**src/rtl/mem_arbiter_if.sv**
```systemverilog
// Bus bundle between the arbiter, the two requesting pipeline stages
// (instruction fetch, load/store) and the byte-wide memory pins.
interface mem_arbiter_if;
    // Instruction-fetch port
    logic        if_req;
    logic [31:0] if_addr;
    logic        if_flush;
    logic        if_done;
    logic [31:0] if_inst;

    // Load/store data port
    logic        d_req;
    logic        d_we;
    logic [31:0] d_addr;
    logic [1:0]  d_len;
    logic [31:0] d_wdata;
    logic        d_done;
    logic [31:0] d_rdata;

    // Byte-serial memory bus
    logic [7:0]  mem_din;
    logic [7:0]  mem_dout;
    logic [31:0] mem_a;
    logic        mem_wr;

    logic        busy;

    // Arbiter side
    modport slave (
        input  if_req, if_addr, if_flush, d_req, d_we, d_addr, d_len, d_wdata, mem_din,
        output if_done, if_inst, d_done, d_rdata, mem_dout, mem_a, mem_wr, busy
    );

    // Requester and memory side
    modport master (
        output if_req, if_addr, if_flush, d_req, d_we, d_addr, d_len, d_wdata, mem_din,
        input  if_done, if_inst, d_done, d_rdata, mem_dout, mem_a, mem_wr, busy
    );
endinterface

```
**src/rtl/mem_arbiter.sv**
```systemverilog
// Byte-serial arbiter sharing the 8-bit memory bus between instruction fetch
// and load/store. One 1/2/4-byte request at a time, data port has priority,
// reads reassembled little-endian, whole block frozen while rdy_in is low.
module mem_arbiter (
    input  logic         clk,
    input  logic         rst,
    input  logic         rdy_in,
    mem_arbiter_if.slave bus
);
    typedef enum logic [1:0] {IDLE, RD, WR, DONE} state_t;

    state_t      state, state_n;
    logic [2:0]  step, step_n;     // cycles spent in RD/WR since grant
    logic [1:0]  last, last_n;     // index of the final byte (N-1)
    logic [31:0] addr, addr_n;     // base address of the transfer
    logic [31:0] wdata, wdata_n;   // store data captured at grant
    logic        fetch, fetch_n;   // transfer belongs to the fetch port
    logic [31:0] rbuf, rbuf_n;     // read bytes captured so far

    logic [31:0] mem_a_n, if_inst_n, d_rdata_n;
    logic [7:0]  mem_dout_n;
    logic        mem_wr_n, if_done_n, d_done_n;

    logic        grant_d, grant_if;
    logic [1:0]  d_last;
    logic [2:0]  step_inc;
    logic [31:0] next_addr, merged;
    logic [7:0]  next_wbyte;

    // Next-state and next-output logic for the whole transfer sequencer.
    always_comb begin
        // NOTE: every target gets a default before the case so no path leaves one unassigned (no latches).
        state_n    = state;
        step_n     = step;
        last_n     = last;
        addr_n     = addr;
        wdata_n    = wdata;
        fetch_n    = fetch;
        rbuf_n     = rbuf;
        mem_a_n    = bus.mem_a;
        mem_dout_n = bus.mem_dout;
        mem_wr_n   = 1'b0;
        if_done_n  = 1'b0;
        d_done_n   = 1'b0;
        if_inst_n  = bus.if_inst;
        d_rdata_n  = bus.d_rdata;

        grant_d    = bus.d_req;
        grant_if   = !bus.d_req && bus.if_req && !bus.if_flush;
        d_last     = (bus.d_len == 2'd0) ? 2'd0 : (bus.d_len == 2'd1) ? 2'd1 : 2'd3;
        step_inc   = step + 3'd1;
        next_addr  = addr + {29'd0, step_inc};
        next_wbyte = 8'(wdata >> {step_inc[1:0], 3'b000});
        // Byte captured now belongs to the address issued two cycles earlier.
        merged     = rbuf | ({24'd0, bus.mem_din} << {step - 3'd1, 3'b000});

        case (state)
            IDLE: begin
                if (grant_d || grant_if) begin
                    addr_n  = grant_d ? bus.d_addr : bus.if_addr;
                    last_n  = grant_d ? d_last : 2'd3;
                    wdata_n = bus.d_wdata;
                    fetch_n = grant_if;
                    step_n  = 3'd0;
                    rbuf_n  = 32'd0;
                    mem_a_n = addr_n;
                    if (grant_d && bus.d_we) begin
                        state_n    = WR;
                        mem_wr_n   = 1'b1;
                        mem_dout_n = bus.d_wdata[7:0];
                    end else begin
                        state_n = RD;
                    end
                end
            end
            RD: begin
                if (fetch && bus.if_flush) begin
                    state_n = IDLE;
                    step_n  = 3'd0;
                end else begin
                    if (step != 3'd0)
                        rbuf_n = merged;
                    if (step == {1'b0, last} + 3'd1) begin
                        state_n = DONE;
                        step_n  = 3'd0;
                        if (fetch) begin
                            if_done_n = 1'b1;
                            if_inst_n = merged;
                        end else begin
                            d_done_n  = 1'b1;
                            d_rdata_n = merged;
                        end
                    end else begin
                        step_n = step_inc;
                        if (step < {1'b0, last})
                            mem_a_n = next_addr;
                    end
                end
            end
            WR: begin
                if (step == {1'b0, last}) begin
                    state_n  = DONE;
                    step_n   = 3'd0;
                    d_done_n = 1'b1;
                end else begin
                    step_n     = step_inc;
                    mem_a_n    = next_addr;
                    mem_dout_n = next_wbyte;
                    mem_wr_n   = 1'b1;
                end
            end
            DONE: begin
                state_n = IDLE;
                step_n  = 3'd0;
            end
            default: state_n = IDLE;
        endcase
    end

    // FSM state register; held while rdy_in is low.
    always_ff @(posedge clk) begin
        // NOTE: non-blocking assignments so every register sees only pre-edge values.
        if (rst)
            state <= IDLE;
        else if (rdy_in)
            state <= state_n;
    end

    // Datapath and registered outputs; held while rdy_in is low.
    always_ff @(posedge clk) begin
        if (rst) begin
            step         <= 3'd0;
            last         <= 2'd0;
            addr         <= 32'd0;
            wdata        <= 32'd0;
            fetch        <= 1'b0;
            rbuf         <= 32'd0;
            bus.mem_a    <= 32'd0;
            bus.mem_dout <= 8'd0;
            bus.mem_wr   <= 1'b0;
            bus.if_done  <= 1'b0;
            bus.d_done   <= 1'b0;
            bus.if_inst  <= 32'd0;
            bus.d_rdata  <= 32'd0;
            bus.busy     <= 1'b0;
        end else if (rdy_in) begin
            step         <= step_n;
            last         <= last_n;
            addr         <= addr_n;
            wdata        <= wdata_n;
            fetch        <= fetch_n;
            rbuf         <= rbuf_n;
            bus.mem_a    <= mem_a_n;
            bus.mem_dout <= mem_dout_n;
            bus.mem_wr   <= mem_wr_n;
            bus.if_done  <= if_done_n;
            bus.d_done   <= d_done_n;
            bus.if_inst  <= if_inst_n;
            bus.d_rdata  <= d_rdata_n;
            bus.busy     <= (state_n != IDLE);
        end
    end
endmodule

```
**src/flat_wrapper.sv**
```systemverilog
// flat-port wrapper written by rule: the top's interface ports become plain ports
module mem_arbiter_flat 
  (clk, rst, rdy_in, bus_if_req, bus_if_addr, bus_if_flush, bus_d_req, bus_d_we, bus_d_addr, bus_d_len, bus_d_wdata, bus_mem_din, bus_if_done, bus_if_inst, bus_d_done, bus_d_rdata, bus_mem_dout, bus_mem_a, bus_mem_wr, bus_busy);
  mem_arbiter_if bus_i ();
  input  logic clk;
  input  logic rst;
  input  logic rdy_in;
  input wire logic [$bits(bus_i.if_req)-1:0] bus_if_req;
  input wire logic [$bits(bus_i.if_addr)-1:0] bus_if_addr;
  input wire logic [$bits(bus_i.if_flush)-1:0] bus_if_flush;
  input wire logic [$bits(bus_i.d_req)-1:0] bus_d_req;
  input wire logic [$bits(bus_i.d_we)-1:0] bus_d_we;
  input wire logic [$bits(bus_i.d_addr)-1:0] bus_d_addr;
  input wire logic [$bits(bus_i.d_len)-1:0] bus_d_len;
  input wire logic [$bits(bus_i.d_wdata)-1:0] bus_d_wdata;
  input wire logic [$bits(bus_i.mem_din)-1:0] bus_mem_din;
  output wire logic [$bits(bus_i.if_done)-1:0] bus_if_done;
  output wire logic [$bits(bus_i.if_inst)-1:0] bus_if_inst;
  output wire logic [$bits(bus_i.d_done)-1:0] bus_d_done;
  output wire logic [$bits(bus_i.d_rdata)-1:0] bus_d_rdata;
  output wire logic [$bits(bus_i.mem_dout)-1:0] bus_mem_dout;
  output wire logic [$bits(bus_i.mem_a)-1:0] bus_mem_a;
  output wire logic [$bits(bus_i.mem_wr)-1:0] bus_mem_wr;
  output wire logic [$bits(bus_i.busy)-1:0] bus_busy;
  assign bus_i.if_req = bus_if_req;
  assign bus_i.if_addr = bus_if_addr;
  assign bus_i.if_flush = bus_if_flush;
  assign bus_i.d_req = bus_d_req;
  assign bus_i.d_we = bus_d_we;
  assign bus_i.d_addr = bus_d_addr;
  assign bus_i.d_len = bus_d_len;
  assign bus_i.d_wdata = bus_d_wdata;
  assign bus_i.mem_din = bus_mem_din;
  assign bus_if_done = bus_i.if_done;
  assign bus_if_inst = bus_i.if_inst;
  assign bus_d_done = bus_i.d_done;
  assign bus_d_rdata = bus_i.d_rdata;
  assign bus_mem_dout = bus_i.mem_dout;
  assign bus_mem_a = bus_i.mem_a;
  assign bus_mem_wr = bus_i.mem_wr;
  assign bus_busy = bus_i.busy;
  mem_arbiter u_core (.clk(clk), .rst(rst), .rdy_in(rdy_in), .bus(bus_i));
endmodule
```
**config.mk**
```make
export PLATFORM = sky130hd
export DESIGN_NAME = mem_arbiter_flat
export DESIGN_NICKNAME = d
export VERILOG_FILES = /design/src/rtl/mem_arbiter_if.sv /design/src/rtl/mem_arbiter.sv /design/src/flat_wrapper.sv
export SDC_FILE = /design/constraint.sdc
export NUM_CORES = 1
export LEC_CHECK = 0
export BUFFER_PORTS_ARGS = -buffer_cell sky130_fd_sc_hd__buf_2
export CORE_MARGIN = 8
export CORE_UTILIZATION = 35
export DETAILED_ROUTE_END_ITERATION = 10
export PLACE_DENSITY = 0.55
export SLEW_MARGIN = 10
export SYNTH_ARGS = -nofsm -noshare
export SYNTH_HDL_FRONTEND = slang
export SYNTH_SLANG_ARGS = --single-unit
```
**constraint.sdc**
```tcl
create_clock -name clk -period 3.25 [get_ports clk]
set_input_delay 0.65 -clock clk [delete_from_list [all_inputs] [get_ports clk]]
set_output_delay 0.65 -clock clk [all_outputs]
set_load 0.05 [all_outputs]
```
==> Word level (Yosys, flattened, before mapping) <==
Index checks and enable logic that the tools add are counted.
{ "op_classes": {"mux": 42, "reduce_logical": 21, "magnitude_cmp": 1, "shift": 2, "n_mul": 0, "div": 0, "add_sub_neg": 4, "n_eq_ne": 13, "bitwise_logic": 3} }
{ "ops": {"columns": ["op", "count"], "rows": [
  ["2-to-1 mux 32 bit", 9],
  ["one-hot mux 32 bit (3 select lines)", 1],
  ["one-hot mux 32 bit (2 select lines)", 1],
  ["adder 32 x 3 -> 32 bit", 1],
  ["OR 32 bit", 1],
  ["left shift 8 x 6 -> 32 bit", 1],
  [">> shifter 32 x 5 -> 8 bit", 1],
  ["2-to-1 mux 8 bit", 3],
  ["AND reduction 5 bit", 4],
  ["2-to-1 mux 2 bit", 8],
  ["one-hot mux 8 bit (2 select lines)", 1],
  ["2-to-1 mux 3 bit", 4],
  ["one-hot mux 3 bit (4 select lines)", 1],
  ["2-to-1 mux 1 bit", 11],
  ["!= test 2 x 1 -> 1 bit (second input constant)", 4],
  ["one-hot mux 2 bit (4 select lines)", 1],
  ["AND reduction 7 bit", 1],
  ["!= test 2 bit (second input constant)", 3],
  ["nonzero test 2 bit", 3],
  ["nonzero test 3 bit", 2],
  ["== test 2 x 1 -> 1 bit (second input constant)", 2],
  ["== test 2 bit (second input constant)", 2],
  ["logical AND 1 bit", 4],
  ["logical NOT 2 bit", 2],
  ["12 further kinds", 15]
]} }
{ "word_totals": {"mem_bits_rw": 0, "mem_bits_ro": 0, "out_inout_bits": 108, "memories": 0, "word_cells": 101, "inputBits": 113, "latch_bits": 0, "register_bits": 212} }

==> Depth between registers and ports, before layout <==
Gate-level depths: netlist of run 1.
{ "logic_depth": {"depth_word": 7, "ltp_mapped": 12, "mapped_depth_nobuf": 10} }

==> Least setup slack after synthesis of run 1 <==
Ideal clock, no wire load.
{ "synth_path": {"path_type": "flip-flop to flip-flop", "from": "register u_core.step[0]", "to": "register u_core.bus.mem_a[18]", "arrival_time_ns": 2.868, "setup_time_ns": 0.117, "synth_period_minus_slack_ns": 2.985, "slack_ns": 0.265, "required_ns": 3.133, "path_buffers": 2, "path_stages_with_launch": 13, "cell_sequence": "dfxtp_1 clkbuf_1 inv_1 ha_1 inv_1 fa_1 nor2b_1 o21ai_0 clkbuf_1 nor3_1 xnor2_1 nand2_1 a32o_1"} }
{ "synth_via": {"elab_chain_len": 6, "elab_cells_between_ends": 14, "cone_classes": "add/sub: 2; order compare: 1; eq/ne: 5; mux: 5; reduce/logical: 1"} }
{ "synth_lines": {"columns": ["element", "line_no", "source"], "rows": [
  ["from (decl)", "mem_arbiter.sv:13", "logic [2:0] step, step_n;"],
  ["from (signal assigned)", "mem_arbiter.sv:147", "step <= step_n;"],
  ["adder 3 x 1 -> 3 bit", "mem_arbiter.sv:51", "step_inc = step + 3'd1;"],
  ["adder 32 x 3 -> 32 bit", "mem_arbiter.sv:52", "next_addr = addr + {29'd0, step_inc};"],
  ["2-to-1 mux 32 bit", "mem_arbiter.sv:95", "if (step < {1'b0, last})"],
  ["2-to-1 mux 32 bit", "mem_arbiter.sv:83", "if (step == {1'b0, last} + 3'd1) begin"],
  ["2-to-1 mux 32 bit", "mem_arbiter.sv:77", "if (fetch && bus.if_flush) begin"],
  ["one-hot mux 32 bit (3 select lines)", "mem_arbiter.sv:57", "case (state)"],
  ["to (signal assigned)", "mem_arbiter.sv:153", "bus.mem_a <= mem_a_n;"],
  ["to (decl)", "mem_arbiter_if.sv:31", "output if_done, if_inst, d_done, d_rdata, mem_dout, mem_a, mem_wr, busy"]
]} }
Parallel ways exist; a longest one is shown, timed or not. The select of a mux whose other input is x is not followed.
A chain may end at the register's enable or synchronous reset.

==> Worst setup path in the final report of run 1 <==
{ "layout_path": {"from": "register u_core.step[1]", "to": "register u_core.bus.mem_a[23]"} }
Same word-level chain as after synthesis.

==> results.yml, run 1 <==
place:
  place_inst: 1558
  io_buffers: 220
  place_hpwl_um: 19500
  gp_congestion: 0.830
detailed_routing:
  drt_iter0_markers: 446
  wirelength_um: 27400
  ant_nets: 0
  drc: 0
  drt_first_pass_iters: 5
  vias_per_cell: 5.10
  vias: 8169
  avgRoutedWirePerCell_um: 17.1
final_layout:
  regArea_um2: 4240
  nets: 1378
  drive_above_1_share_pct: 23.7
  final_cells: 1602
  area_growth_pct: 23.1
  final_cell_mix: "buf_2 (219), dfxtp_1 (212), nor2_1 (171)"
  n_fill_cell: 2627
  multi_input_area_um2: 4540
  layout_commonest_cell: "buf_2"
global_routing:
  grt_pass1_wl_um: 43100
  overflow: 0
  grt_start_max_net_pins: 54
  grt_pass1_vias: 7901
  grt_antenna_before_repair: 3
  grt_usage_pct: 16.6
power:
  power_density_nw_per_um2: 565
  irDropWorstVdd_mv: 0.351
  p_leak_uw: 0.00463
timing:
  whs_ns: 0.365
  fin_crit_ns: 2.68
  relSlewSlack_pct: 24.3
  tightest_slew_ns: 1.13
  slew_violations: 0
  fin_worst_skew_ns: 0.0122
  tns_ns: 0
  period_share_pct: 82.4
  rsz0062_at_grt: "false"
  finalSetupViolCount: 0
  timing.fmax_ghz: 0.373
  hold_viol: 0
clock_network:
  cts-buffers-inserted: 25
  cts_tree: "done"
  cts_hold_buf: 0
  cts.path.max_buffers: 3
  clk-insertion-delay-late_ns: 0.52
  htree_num_levels: 1
  clkTransAtPathRegs_ns: 0.06
  cts_resized: 0
  cts_root_buf: "clkbuf_16"
  cts.sinks: 212
  post_cts_buffers: 0
setup_path:
  arrival_ns: 3.08
  cp_cell_sequence: "ha_1 > xor2_1 > ha_1 > and3_2 > o21ai_0 > buf_4 > or2_0 > xor2_1 > nand2_1 > a32o_1"
  startpoint_type: "flop"
  path_class: "reg2reg"
  crit_required_ns: 3.65
  rr_startpoint: "u_core.step[1]"
  worst-path-max-fanout: 12
  crit_start: "u_core.step[1]"
  slowest_stage: "dfxtp_1"
  cp-end-kind: "flop"
  crit_path_max_incr_delay_ns: 0.41
synth:
  synth-edff-count: 0
  yosys_warnings: 0
  synth.top_cell.area_share_pct: 46.0
  synthTopCellsByArea: "dfxtp_1 (46%), a211oi_1 (9.0%), nor2_1 (7.0%), a21oi_1 (6.8%), mux2i_1 (5.2%)"
  synth.cell_area_um2: 9220
  netlist_instances: 1068
  yosysUniqueCellTypes: 62
  synth_ff_type: "dfxtp_1"
  synth-seq-cells: 212
  synth-seq-area-share_pct: 46.0
  post_synth.cell_area_avg_um2: 8.63
  syn_nets: 1196
  synth_top_cell_by_area: "dfxtp_1"
  asyncSetResetFlopFracSynth_pct: 0
floorplan:
  core_area_um2: 26000
  die-area_um2: 31800
  rows: 59
  io_pins: 221
  die_w_um: 178
  die_h_um: 178
  initial_utilization_pct: 35.5
flow_run:
  cap_violations: 0
worst_hold_path:
  min_from: "bus_d_wdata[21]"
  hold_class: "in2reg"
status:
  status: "completed"
-- sequential cells by signal, indices dropped and copies added (netlist names), 3 cells and up --
signal               count
u_core.bus.mem_dout      8
u_core.bus.mem_a        32
u_core.bus.if_inst      32
u_core.step              3
u_core.rbuf             32
u_core.addr             32
u_core.wdata            32
u_core.bus.d_rdata      32
-- cell usage after synthesis (all sizes together) (2+ instances only) --
cell,n
a21o,2
xor2,20
or2,2
nor4,6
nand2b,3
a32o,8
o21ai,11
o211ai,14
xnor2,10
a211oi,111
a22oi,3
o211a,2
nand4,6
a211o,2
and3,4
a21oi,126
nor2,173
dfxtp,212
inv,19
nand3,16
and2,2
mux2i,48
clkbuf,61
nor3,16
mux4,8
nor2b,4
ha,14
or3,2
nand2,116
and4,4
buf,26
-- worst max-delay path: cells and delay by family (launching register included) --
family	cells	cell delay [ns]
buffers and inverters	1	0.23
AOI/OAI and AO/OA	2	0.45
and+or+nand+nor	3	0.58
adders and majority gates	2	0.51
xor gates and xnor gates	2	0.38
DFF	1	0.41
-- metal layers --
metal / track usage, % / up-vias / part of all wire (%) / routed length, um
met5: 0 / - / 0.084 / 23
met4: 4.03 / 4 / 2.2 / 598
met3: 4.13 / 43 / 7.5 / 2060
met2: 26.0 / 222 / 44 / 12100
met1: 22.6 / 3757 / 46 / 12600
li1: - / 4143 / - / -
-- area by class of cell --
type / instances / share of cell area [%]
Multi-Input combinational cell: 749 / 40.0
Sequential cell: 212 / 37.4
Timing Repair Buffer: 243 / 11.5
Clock buffer: 38 / 6.30
Tap cell: 335 / 3.69
Inverter: 19 / 0.629
Clock inverter: 5 / 0.474
Antenna cell: 1 / 0.0221
-- path summary, 6_finish.rpt --
kind                                             end  slack, ns  cells past startpoint
worst min-delay path                u_core.wdata[21]       0.36                      3
worst max-delay path            u_core.bus.mem_a[23]       0.57                     10
worst max register to register  u_core.bus.mem_a[23]       0.57                     10
worst min register to register       u_core.wdata[6]       0.45                      2
-- kinds of logic after synthesis --
kind of cell | share of synthesized area, %
mux | 7.17
buf+inv | 4.95
compound gates | 20.3
flops | 46.0
fa+ha+maj | 2.12
xor+xnor | 2.85
simple gates | 16.5
-- report_power, final --
group	internal, uW	leakage, uW	total, uW	switching [uW]
combinational	309	0.00253	955	646
clock	1580	0.000378	2640	1060
sequential	2720	0.00172	2820	93.1
total	4610	0.00463	6420	1800
-- metrics by stage --
| step | cell area (um^2) | setup slack (ns) | power (uW) | utilization [%] |
|---|---|---|---|---|
| 6_report | 11300 | 0.572 | 6420 | 43.7 |
| 5_1_grt | 11300 | 0.279 | 6710 | 43.7 |
| 4_1_cts | 11300 | 0.555 | 6500 | 43.7 |
| 3_5_place_dp | 10600 | 0.572 | 3840 | 40.7 |
| 3_3_place_gp | 10600 | 0.633 | 3830 | 40.7 |
| 2_1_floorplan | 9220 | 0.265 | 3540 | - |
Note: power is estimated with default switching activity, not from simulation.
==> inputs of run 2 (changes only) <==
==> constraint.sdc (replaced) <==
create_clock -name clk -period 2.58 [get_ports clk]
set_input_delay 0.516 -clock clk [delete_from_list [all_inputs] [get_ports clk]]
set_output_delay 0.516 -clock clk [all_outputs]
set_load 0.05 [all_outputs]
==> results.yml, run 2 (same netlist as run 1, synthesis figures left out) <==
detailed_routing:
  drt_iter0_markers: 440
  ant_nets: 0
  drt_first_pass_iters: 5
  wirelength_um: 27200
  vias: 8220
  avgRoutedWirePerCell_um: 16.8
  drc: 0
  vias_per_cell: 5.06
clock_network:
  cts.sinks: 212
  clk-insertion-delay-late_ns: 0.51
  cts_tree: "done"
  clkTransAtPathRegs_ns: 0.06
  cts-buffers-inserted: 24
  cts_root_buf: "clkbuf_16"
  htree_num_levels: 1
  cts.path.max_buffers: 3
global_routing:
  overflow: 0
  grt_pass1_wl_um: 43800
  grt_pass1_vias: 8053
  grt_antenna_before_repair: 3
  grt_start_max_net_pins: 122
  grt_usage_pct: 16.9
floorplan:
  die_h_um: 178
  die_w_um: 178
  rows: 59
  io_pins: 221
  core_area_um2: 26000
  die-area_um2: 31800
  initial_utilization_pct: 35.5
timing:
  fin_worst_skew_ns: 0.00894
  hold_viol: 0
  fin_crit_ns: 2.45
  slew_violations: 0
  rsz0062_at_grt: "true"
  finalSetupViolCount: 0
  relSlewSlack_pct: 61.0
  period_share_pct: 94.9
  timing.fmax_ghz: 0.409
  tightest_slew_ns: 0.584
setup_path:
  arrival_ns: 2.83
  crit_path_max_incr_delay_ns: 0.36
  crit_required_ns: 2.96
  path_buf_inv: 3
  path_class: "reg2reg"
  worst-path-max-fanout: 26
  cp_cell_sequence: "clkinvlp_4 > buf_4 > ha_1 > nand4b_1 > o311ai_0 > nor2_1 > and2_1 > buf_8 > mux2i_1 > nor2_1"
  cp_top_family: "simple AND/OR/NAND/NOR gates"
  r2r_slack_ns: 0.13
  cp_common_cell: "nor2_1"
  cp-end-kind: "flop"
  slowest_stage: "dfxtp_2"
  startpoint_type: "flop"
final_layout:
  fin_util_pct: 45.3
  final_cell_mix: "buf_2 (219), dfxtp_1 (211), nor2_1 (169)"
  area_growth_pct: 27.7
  n_fill_cell: 2639
  layout_commonest_cell: "buf_2"
  nets: 1397
  drive_above_1_share_pct: 26.7
flow_run:
  cap_violations: 0
power:
  power_uw: 8430
  power_density_nw_per_um2: 716
  p_leak_uw: 0.00484
  irDropWorstVdd_mv: 0.494
place:
  place_hpwl_um: 19400
  gp_congestion: 0.842
  io_buffers: 220
status:
  status: "completed"
worst_hold_path:
  hold_class: "in2reg"
==> run 2: through the flow <==
step,hold WS (ns),std cells,setup TNS [ns],instance area [um^2],worst slack (ns)
after global routing,0.235,1622,-0.0792,11800,-0.0320
after CTS,0.219,1621,0,11700,0.0175
after global placement,0.440,1577,0,10800,0.0710
final,0.239,1623,0,11800,0.133
after detailed placement,0.444,1577,0,10800,0.0409
after floorplan,0.433,1068,0,9270,0.00112
==> run 2: power breakdown <==
group	internal (uW)	leakage (uW)	switching (uW)
Sequential	3430	0.00172	116
Combinational	426	0.00268	832
Clock	2280	0.000433	1350
Total	6130	0.00484	2290
==> run 2: routing by layer <==
metal	up-vias	part of all wire (%)	track usage, %
met1	3780	47	23.3
li1	4174	-	-
met2	216	44	26.2
met4	6	1.7	4.13
met3	44	7.3	4.00
met5	-	0.12	0
==> run 2: final timing paths <==
path | start | to | depth (start not counted)
setup / recovery | u_core.step[0] | u_core.bus.mem_a[1] | 10
hold / removal | bus_d_wdata[13] | u_core.wdata[13] | 3
setup reg to reg | u_core.step[0] | u_core.bus.mem_a[1] | 10
hold reg to reg | u_core.wdata[12] | u_core.wdata[12] | 2
==> run 2: tightest hold or removal path: cells and delay by family <==
| family | cells | cell delay [ns] |
|---|---|---|
| buf+inv | 1 | 0.09 |
| compound gates | 1 | 0.05 |
| simple gates | 1 | 0.04 |
==> run 2: repair_timing <==
item                       CTS  global route
gates resized for setup      0            15
setup buffers                0             1
setup endpoints to repair    0            88
hold buffers                 0             0
==> run 2: area by class of cell <==
cell class,count,area (um^2),share of cell area [%]
sequential,212,4250,36.1
inverter,19,75.1,0.638
clock buffer,37,781,6.63
antenna,1,2.50,0.0213
multi-input combinational,749,4620,39.3
timing repair buffer,263,1540,13.1
clock inverter,7,91.3,0.776
tap,335,419,3.56
==> inputs of run 3 (changes only) <==
--- a/config.mk
+++ b/config.mk
@@ -6,6 +6,7 @@
 export NUM_CORES = 1
 export LEC_CHECK = 0
 export BUFFER_PORTS_ARGS = -buffer_cell sky130_fd_sc_hd__buf_2
+export CORE_ASPECT_RATIO = 1.5
 export CORE_MARGIN = 8
 export CORE_UTILIZATION = 35
 export DETAILED_ROUTE_END_ITERATION = 10
==> results.yml, run 3 (same netlist as run 1, synthesis figures left out) <==
timing:
  slew_violations: 0
  relSlewSlack_pct: 39.6
  hold_viol: 0
  tightest_slew_ns: 0.899
  timing.fmax_ghz: 0.411
  finalSetupViolCount: 0
  period_share_pct: 94.3
  rsz0062_at_grt: "true"
  fin_worst_skew_ns: 0.0124
  fin_crit_ns: 2.43
setup_path:
  worst-path-max-fanout: 32
  cp_cell_sequence: "clkinvlp_4 > buf_4 > ha_1 > nor3_2 > nand3_1 > nor3b_4 > buf_4 > buf_6 > a211oi_1"
  crit_start: "u_core.step[0]"
  crit_required_ns: 2.93
  path_class: "reg2reg"
  cp-end-kind: "flop"
  rr_startpoint: "u_core.step[0]"
  cp_common_cell: "buf_4"
  slowest_stage: "dfxtp_2"
  crit_path_max_incr_delay_ns: 0.36
  arrival_ns: 2.79
  startpoint_type: "flop"
clock_network:
  cts_tree: "done"
  cts.path.max_buffers: 3
  cts_root_buf: "clkbuf_16"
  clkTransAtPathRegs_ns: 0.06
  clk-insertion-delay-late_ns: 0.50
  htree_num_levels: 1
  cts.sinks: 212
  cts-buffers-inserted: 23
final_layout:
  area_growth_pct: 27.3
  final_cell_mix: "buf_2 (219), dfxtp_1 (211), nor2_1 (171)"
  nets: 1404
  final_area_um2: 11700
  antenna_cells: 0
  final_cells: 1629
  layout_commonest_cell: "buf_2"
  drive_above_1_share_pct: 26.4
floorplan:
  initial_utilization_pct: 35.2
  die-area_um2: 31900
  io_pins: 221
  die_w_um: 149
  die_h_um: 215
  rows: 73
  core_area_um2: 26200
detailed_routing:
  avgRoutedWirePerCell_um: 17.6
  drc: 0
  route.met2.wl_um: 14600
  ant_nets: 0
  drt_first_pass_iters: 4
  routedLengthMet1_um: 11700
  drt_iter0_markers: 375
  vias_per_cell: 5.10
  vias: 8309
  dr.max_layer_used: "met5"
  wirelength_um: 28700
  route.met3.wl_um: 1750
place:
  gp_congestion: 0.816
  io_buffers: 220
  place_inst: 1586
  place_hpwl_um: 20300
  placed_area_um2: 10900
power:
  irDropWorstVdd_mv: 0.485
  p_leak_uw: 0.00484
  power_density_nw_per_um2: 690
global_routing:
  grt_antenna_before_repair: 2
  grt_pass1_vias: 8290
  grt_usage_pct: 17.3
  grt_pass1_wl_um: 45300
  overflow: 0
  grt_start_max_net_pins: 80
worst_hold_path:
  min_from: "bus_d_wdata[11]"
  hold_class: "in2reg"
flow_run:
  cap_violations: 0
status:
  status: "completed"
[run 3: worst paths after layout]
kind	endpoint	slack, ns	depth (start not counted)
worst max register to register	u_core.bus.if_inst[0]	0.15	9
worst min register to register	u_core.bus.mem_a[19]	0.45	2
worst max-delay path	u_core.bus.if_inst[0]	0.15	9
worst min-delay path	u_core.wdata[11]	0.25	3
[run 3: metal layers]
metal	track usage [%]	vias to the layer above
met4	5.22	4
li1	-	4184
met1	20.0	3881
met3	3.76	43
met2	31.0	197
met5	0	-
[run 3: timing repair]
| item | in CTS | in global routing |
|---|---|---|
| setup buffers | 0 | 1 |
| hold buffers | 0 | 0 |
| resized for setup | 0 | 10 |
| setup endpoints to repair | 0 | 62 |
[run 3: final cells by class]
class | instances | area [um^2]
Timing Repair Buffer | 271 | 1620
Multi-Input combinational cell | 749 | 4620
Fill cell | 2619 | 14500
Sequential cell | 212 | 4250
Clock buffer | 32 | 649
Inverter | 19 | 75.1
Clock inverter | 9 | 103
Tap cell | 337 | 422
[run 3: per-stage QoR]
step,util [%],total power [uW],TNS [ns],setup WS (ns),hold WS (ns)
floorplan,-,4460,0,0.00112,0.433
CTS,44.5,8210,0,0.0120,0.235
detailed placement,41.6,4890,0,0.0404,0.444
finish,44.8,8100,0,0.147,0.251
global route,44.8,8480,-0.832,-0.0801,0.245
global placement,41.6,4880,0,0.103,0.441
[run 3: power breakdown]
group	total (uW)	internal (uW)	switching [uW]
registers	3550	3430	119
logic	1260	430	832
clock network	3290	1960	1330
[run 3: critical path: cells and delay by family (launching register included)]
family                     cells  cell delay, ns
and+or+nand+nor                3            0.75
AOI/OAI and AO/OA              1            0.12
adders and majority gates      1            0.32
DFF                            1            0.36
buffers and inverters          4            0.73
